$ cat src/rtl/commutator_p.sv
// Parametrised delay-switch-delay commutator: transposes LANES lanes by LANES groups
// of STAGE beats between FFT butterfly stages, with stall, bypass and frame-done support.

module commutator_p_dly #(
    parameter int NB    = 32,
    parameter int DEPTH = 1
) (
    input  logic          clk,
    input  logic          reset,
    input  logic          en,
    input  logic [NB-1:0] d,
    output logic [NB-1:0] q
);

    logic [NB-1:0] sr_q [DEPTH];
    logic [NB-1:0] sr_d [DEPTH];

    always_comb begin
        // NOTE: default every always_comb output first so no path leaves it unassigned (no latch).
        sr_d = sr_q;
        if (en) begin
            sr_d[0] = d;
            for (int i = 1; i < DEPTH; i++) begin
                sr_d[i] = sr_q[i-1];
            end
        end
    end

    always_ff @(posedge clk) begin
        if (reset) begin
            // NOTE: delay storage is cleared explicitly, so these stay flops rather than a RAM.
            for (int i = 0; i < DEPTH; i++) begin
                sr_q[i] <= '0;
            end
        end else begin
            sr_q <= sr_d;
        end
    end

    assign q = sr_q[DEPTH-1];

endmodule

module commutator_p #(
    parameter int NB    = 32,
    parameter int LANES = 4,
    parameter int STAGE = 2
) (
    input  logic                clk,
    input  logic                reset,
    input  logic                start,
    input  logic                bypass,
    input  logic                in_valid,
    input  logic [NB*LANES-1:0] in_data,
    output logic                out_valid,
    output logic [NB*LANES-1:0] out_data,
    output logic                done
);

    localparam int FILL = (LANES - 1) * STAGE;
    localparam int RW   = $clog2(LANES);
    localparam int SW   = (STAGE > 1) ? $clog2(STAGE) : 1;
    localparam int FW   = $clog2(FILL + 1);

    // Beat counter split into (switch position, beat within position) to avoid a divider.
    logic [SW-1:0] sub_q, sub_d, sub_cur;
    logic [RW-1:0] r_q, r_d, r_cur;
    logic [FW-1:0] fill_q, fill_d, fill_cur;
    logic          done_seen_q, done_seen_d, done_seen_cur;
    logic          primed;

    always_comb begin
        sub_cur       = start ? '0 : sub_q;
        r_cur         = start ? '0 : r_q;
        fill_cur      = start ? '0 : fill_q;
        done_seen_cur = start ? 1'b0 : done_seen_q;
        primed        = (fill_cur == FW'(FILL));

        out_valid   = ~reset & in_valid & (bypass | primed);
        done        = ~bypass & out_valid & ~done_seen_cur;

        sub_d       = sub_cur;
        r_d         = r_cur;
        fill_d      = fill_cur;
        done_seen_d = done_seen_cur | done;

        if (bypass) begin
            sub_d  = '0;
            r_d    = '0;
            fill_d = '0;
        end else if (in_valid) begin
            if (sub_cur == SW'(STAGE - 1)) begin
                sub_d = '0;
                r_d   = r_cur + 1'b1;
            end else begin
                sub_d = sub_cur + 1'b1;
            end
            if (!primed) begin
                fill_d = fill_cur + 1'b1;
            end
        end
    end

    always_ff @(posedge clk) begin
        if (reset) begin
            sub_q       <= '0;
            r_q         <= '0;
            fill_q      <= '0;
            done_seen_q <= 1'b0;
        end else begin
            sub_q       <= sub_d;
            r_q         <= r_d;
            fill_q      <= fill_d;
            done_seen_q <= done_seen_d;
        end
    end

    logic [NB-1:0]       dl [LANES];
    logic [NB-1:0]       sw [LANES];
    logic [NB*LANES-1:0] xpose_data;

    always_comb begin
        for (int j = 0; j < LANES; j++) begin
            sw[j] = dl[r_cur - RW'(j)];
        end
    end

    for (genvar k = 0; k < LANES; k++) begin : g_lane
        if (k == 0) begin : g_in_direct
            assign dl[k] = in_data[NB*k +: NB];
        end else begin : g_in_dly
            commutator_p_dly #(.NB(NB), .DEPTH(k * STAGE)) u_in_dly (
                .clk   (clk),
                .reset (reset),
                .en    (in_valid),
                .d     (in_data[NB*k +: NB]),
                .q     (dl[k])
            );
        end

        if (k == LANES - 1) begin : g_out_direct
            assign xpose_data[NB*k +: NB] = sw[k];
        end else begin : g_out_dly
            commutator_p_dly #(.NB(NB), .DEPTH((LANES - 1 - k) * STAGE)) u_out_dly (
                .clk   (clk),
                .reset (reset),
                .en    (in_valid),
                .d     (sw[k]),
                .q     (xpose_data[NB*k +: NB])
            );
        end
    end

    assign out_data = bypass ? in_data : xpose_data;

endmodule

$ cat config.mk
export PLATFORM = sky130hd
export DESIGN_NAME = commutator_p
export DESIGN_NICKNAME = d
export VERILOG_FILES = /design/src/rtl/commutator_p.sv
export SDC_FILE = /design/constraint.sdc
export NUM_CORES = 2
export LEC_CHECK = 0
export BUFFER_PORTS_ARGS = -buffer_cell sky130_fd_sc_hd__buf_2
export CORE_AREA = 5 5 190 284
export DETAILED_ROUTE_END_ITERATION = 10
export DIE_AREA = 0 0 195 289
export HOLD_SLACK_MARGIN = 0.1
export PLACE_DENSITY = 0.84
export SLEW_MARGIN = 20
export SYNTH_ARGS = -nofsm -noshare
export SYNTH_HDL_FRONTEND = slang
export SYNTH_SLANG_ARGS = --single-unit
$ cat constraint.sdc
create_clock -name clk -period 3.7 [get_ports clk]
set_input_delay 0.74 -clock clk [delete_from_list [all_inputs] [get_ports clk]]
set_output_delay 0.74 -clock clk [all_outputs]
set_load 0.05 [all_outputs]
==> impl_metrics.tcl <==
set metrics [dict create \
    status "finished clean" \
    syn_area_per_cell_sq_um 10.1 \
    post-route-util_pct 70.6 \
    drc 0 \
    grt_usage_pct 31.9 \
    maxSlewHeadroom_pct 27.1 \
    synthArstFlopShare_pct 0 \
    fmax_ghz 0.278 \
    leakagePower_nw 15.5 \
    syn_to_final_growth_pct 11.9 \
    r2r_cells 5 \
    cp.arrival_ns 2.85 \
    cts_max_path_buffers 3 \
    instances_no_fill 4037 \
    final_common_cell "dfxtp_1" \
    finalSetupTns_ns 0 \
    hold_path_depth 3 \
    r2r-start "r_q[1]" \
    grt_max_degree 230 \
    cts_setup_buffers 0 \
    path_max_fanout 33 \
    finalWirelength_um 93900 \
    grt_pass1_wl_um 142000 \
    synth-edff-count 0 \
    powerDensity_nw_per_um2 500 \
    synth.distinct_cells 36 \
    min_period_ns 3.59 \
    syn_inst 3214 \
    hold_viol 0 \
    crit_end "out_data[111]" \
    drt_iter0_drc 2270 \
    antenna_found_initial 1 \
    viasPerCell 6.10 \
    die_w_um 195 \
    p_int_mw 13.7 \
    crit_start "r_q[0]" \
    synthDominantCellAreaShare_pct 47.9 \
    layout_common_cells "dfxtp_1 (773), nor2_1 (772), mux2i_1 (673)" \
    die_h_um 289 \
    path_clk_slew_ns 0.06 \
    nets 3441 \
    crit_path_end_kind "output pin" \
    ys_warn_count 0 \
    worstMarginPinSlew_ns 1.09 \
    met1_length_um 35900 \
    dpl_cell_area_sq_um 33700 \
    dp_cells 3908 \
    die-area_sq_um 56400 \
    postSynth.topFlopCell "dfxtp_1" \
    fin_area_sq_um 36200 \
    required_ns 2.96 \
    coreArea_sq_um 51300 \
    routedWlPerCell_um 23.3 \
    cts.sinks 775 \
    dr.pass1.iters 5 \
    yosys.area.top_type "dfxtp_1" \
    wl_met3_um 6540 \
    hold_path.class "primary input to register" \
    gr-total-overflow 0 \
    nFillCells 3766 \
    grt_pass1_vias 24400 \
    root_buffer "clkbuf_16" \
    regArea_sq_um 15500 \
    final_layout_size_suffix_gt1_share_pct 17.6 \
    ant_nets 0 \
    ys_seq_area_share_pct 47.9 \
    critPathKind "register to output pin" \
    ys_top_cells_by_area "dfxtp_1 (48%), mux2i_1 (21%), nor2_1 (8.9%)" \
    syn-cell-area_sq_um 32400 \
    ioPinCount 263 \
    wl_met2_um 45100 \
    peakVddDrop_mv 0.475 \
    port_buffers 262 \
    whs_ns 0.384 \
    post-dp-hpwl_um 64200 \
    r2r_slack_ns 0.95 \
    drv_cap 0 \
    pwr-share-seq_pct 48.0 \
    rsz0062_at_grt "false" \
    fin_skew_ns 0.0229 \
    clock_latency_ns 0.61 \
    cts_resized 0 \
    hold_buffers 0 \
    multiInputGateArea_sq_um 15500 \
    num_vias 24600 \
    initial_utilization_pct 63.1 \
    power_frac_comb_pct 8.9 \
    regToRegEndpoint "g_lane[2].g_out_dly.u_out_dly.sr_q[41]" \
    rows 102 \
    top_layer "met4" \
    ys_seq_elements 775 \
    cts_tree "yes" \
    gp_congestion 0.940 \
    syn-num-nets 3349 \
    switching_share_pct 24.6 \
    min_period_over_period_pct 97.1 \
    power.switching_mw 4.44 \
    start_kind "register" \
    ctsHtreeMaxLevel 3 \
    numCtsBuffers 71 \
    drv_slew 0 \
    clockPowerShare_pct 43.1 \
    setup_violations 0 \
]
cell families (layout without fill, tap and decap cells):
kind of cell | count (synthesis) | in the layout | synth area share (%)
and+or+nand+nor | 984 | 984 | 13.0
muxes | 833 | 833 | 26.4
DFF | 775 | 775 | 47.9
AOI/OAI and AO/OA | 326 | 326 | 8.29
buffers and inverters | 291 | 437 | 4.27
xor gates and xnor gates | 3 | 3 | 0.0811
adders and majority gates | 2 | 2 | 0.0772
other | 0 | 1 | 0
per-layer routing:
metal  GRT usage, %  up-vias
li1               -    11500
met1           38.1    11800
met2           53.8     1020
met3           5.36      264
met4           19.9        0
met5              0        -
stage by stage:
step / total power [mW] / setup slack, ns
final: 18.1 / 0.107
after global placement: 10.4 / 0.445
after global routing: 18.6 / 0.0420
after CTS: 18.2 / 0.0787
after floorplan: 10.0 / 0.0136
after detailed placement: 10.5 / 0.410
final cells by class:
class                      count  share of cell area (%)
antenna                        1                 0.00691
clock buffer                  94                    5.57
clock inverter                33                    1.25
inverter                       3                  0.0311
multi-input combinational   2148                    42.8
sequential                   775                    42.8
tap                          676                    2.33
timing repair buffer         307                    5.14
sequential cells by signal (all words and copies together), names as in the netlist:
name	cells
fill_q	3
r_q	2
done_seen_q	1
sub_q	1
g_lane.g_in_dly.u_in_dly.q	96
g_lane.g_in_dly.u_in_dly.sr_q	288
g_lane.g_out_dly.u_out_dly.sr_q	288
g_lane.g_out_dly.u_out_dly.q	96
critical path, cell delays in order, from the launching register on:
cell and delay [ns]:
dfxtp_4 0.55, and3b_2 0.74, buf_4 0.35, a221o_1 0.20
o22a_1 0.13, buf_2 0.26
synthesized netlist by cell type (12+ instances only):
cell and n:
buf_2 122, a21oi_1 33, nand3b_1 128, mux2_2 160, dfxtp_1 775, a211oi_1 33, a21o_1 32, nand2_1 67
mux2i_1 673, o22a_1 32, buf_4 13, a221o_1 32, clkbuf_1 131, buf_6 12, o32ai_1 128, a221oi_1 32
nor2_1 772
worst min-delay path by stage:
stage | from | to | slack, ns
after floorplan | g_lane[0].g_out_dly.u_out_dly.q[0] | g_lane[0].g_out_dly.u_out_dly.q[0] | 0.46
final | in_data[58] | g_lane[1].g_in_dly.u_in_dly.sr_q[58] | 0.38
after CTS | in_data[55] | g_lane[1].g_in_dly.u_in_dly.sr_q[55] | 0.35
after global routing | in_data[63] | g_lane[1].g_in_dly.u_in_dly.sr_q[63] | 0.38
after global placement | g_lane[0].g_out_dly.u_out_dly.sr_q[182] | g_lane[0].g_out_dly.u_out_dly.sr_q[182] | 0.47
after detailed placement | g_lane[0].g_out_dly.u_out_dly.sr_q[169] | g_lane[0].g_out_dly.u_out_dly.sr_q[169] | 0.47
power by group through the flow:
| stage | Combinational (mW) | Clock [mW] | Sequential [mW] |
|---|---|---|---|
| after floorplan | 1.20 | 0 | 8.80 |
| after global placement | 1.55 | 0 | 8.87 |
| after detailed placement | 1.58 | 0 | 8.88 |
| after CTS | 1.59 | 7.89 | 8.70 |
| after global routing | 1.70 | 8.24 | 8.71 |
| final | 1.61 | 7.80 | 8.70 |
Power figures use the tool's default switching activity.
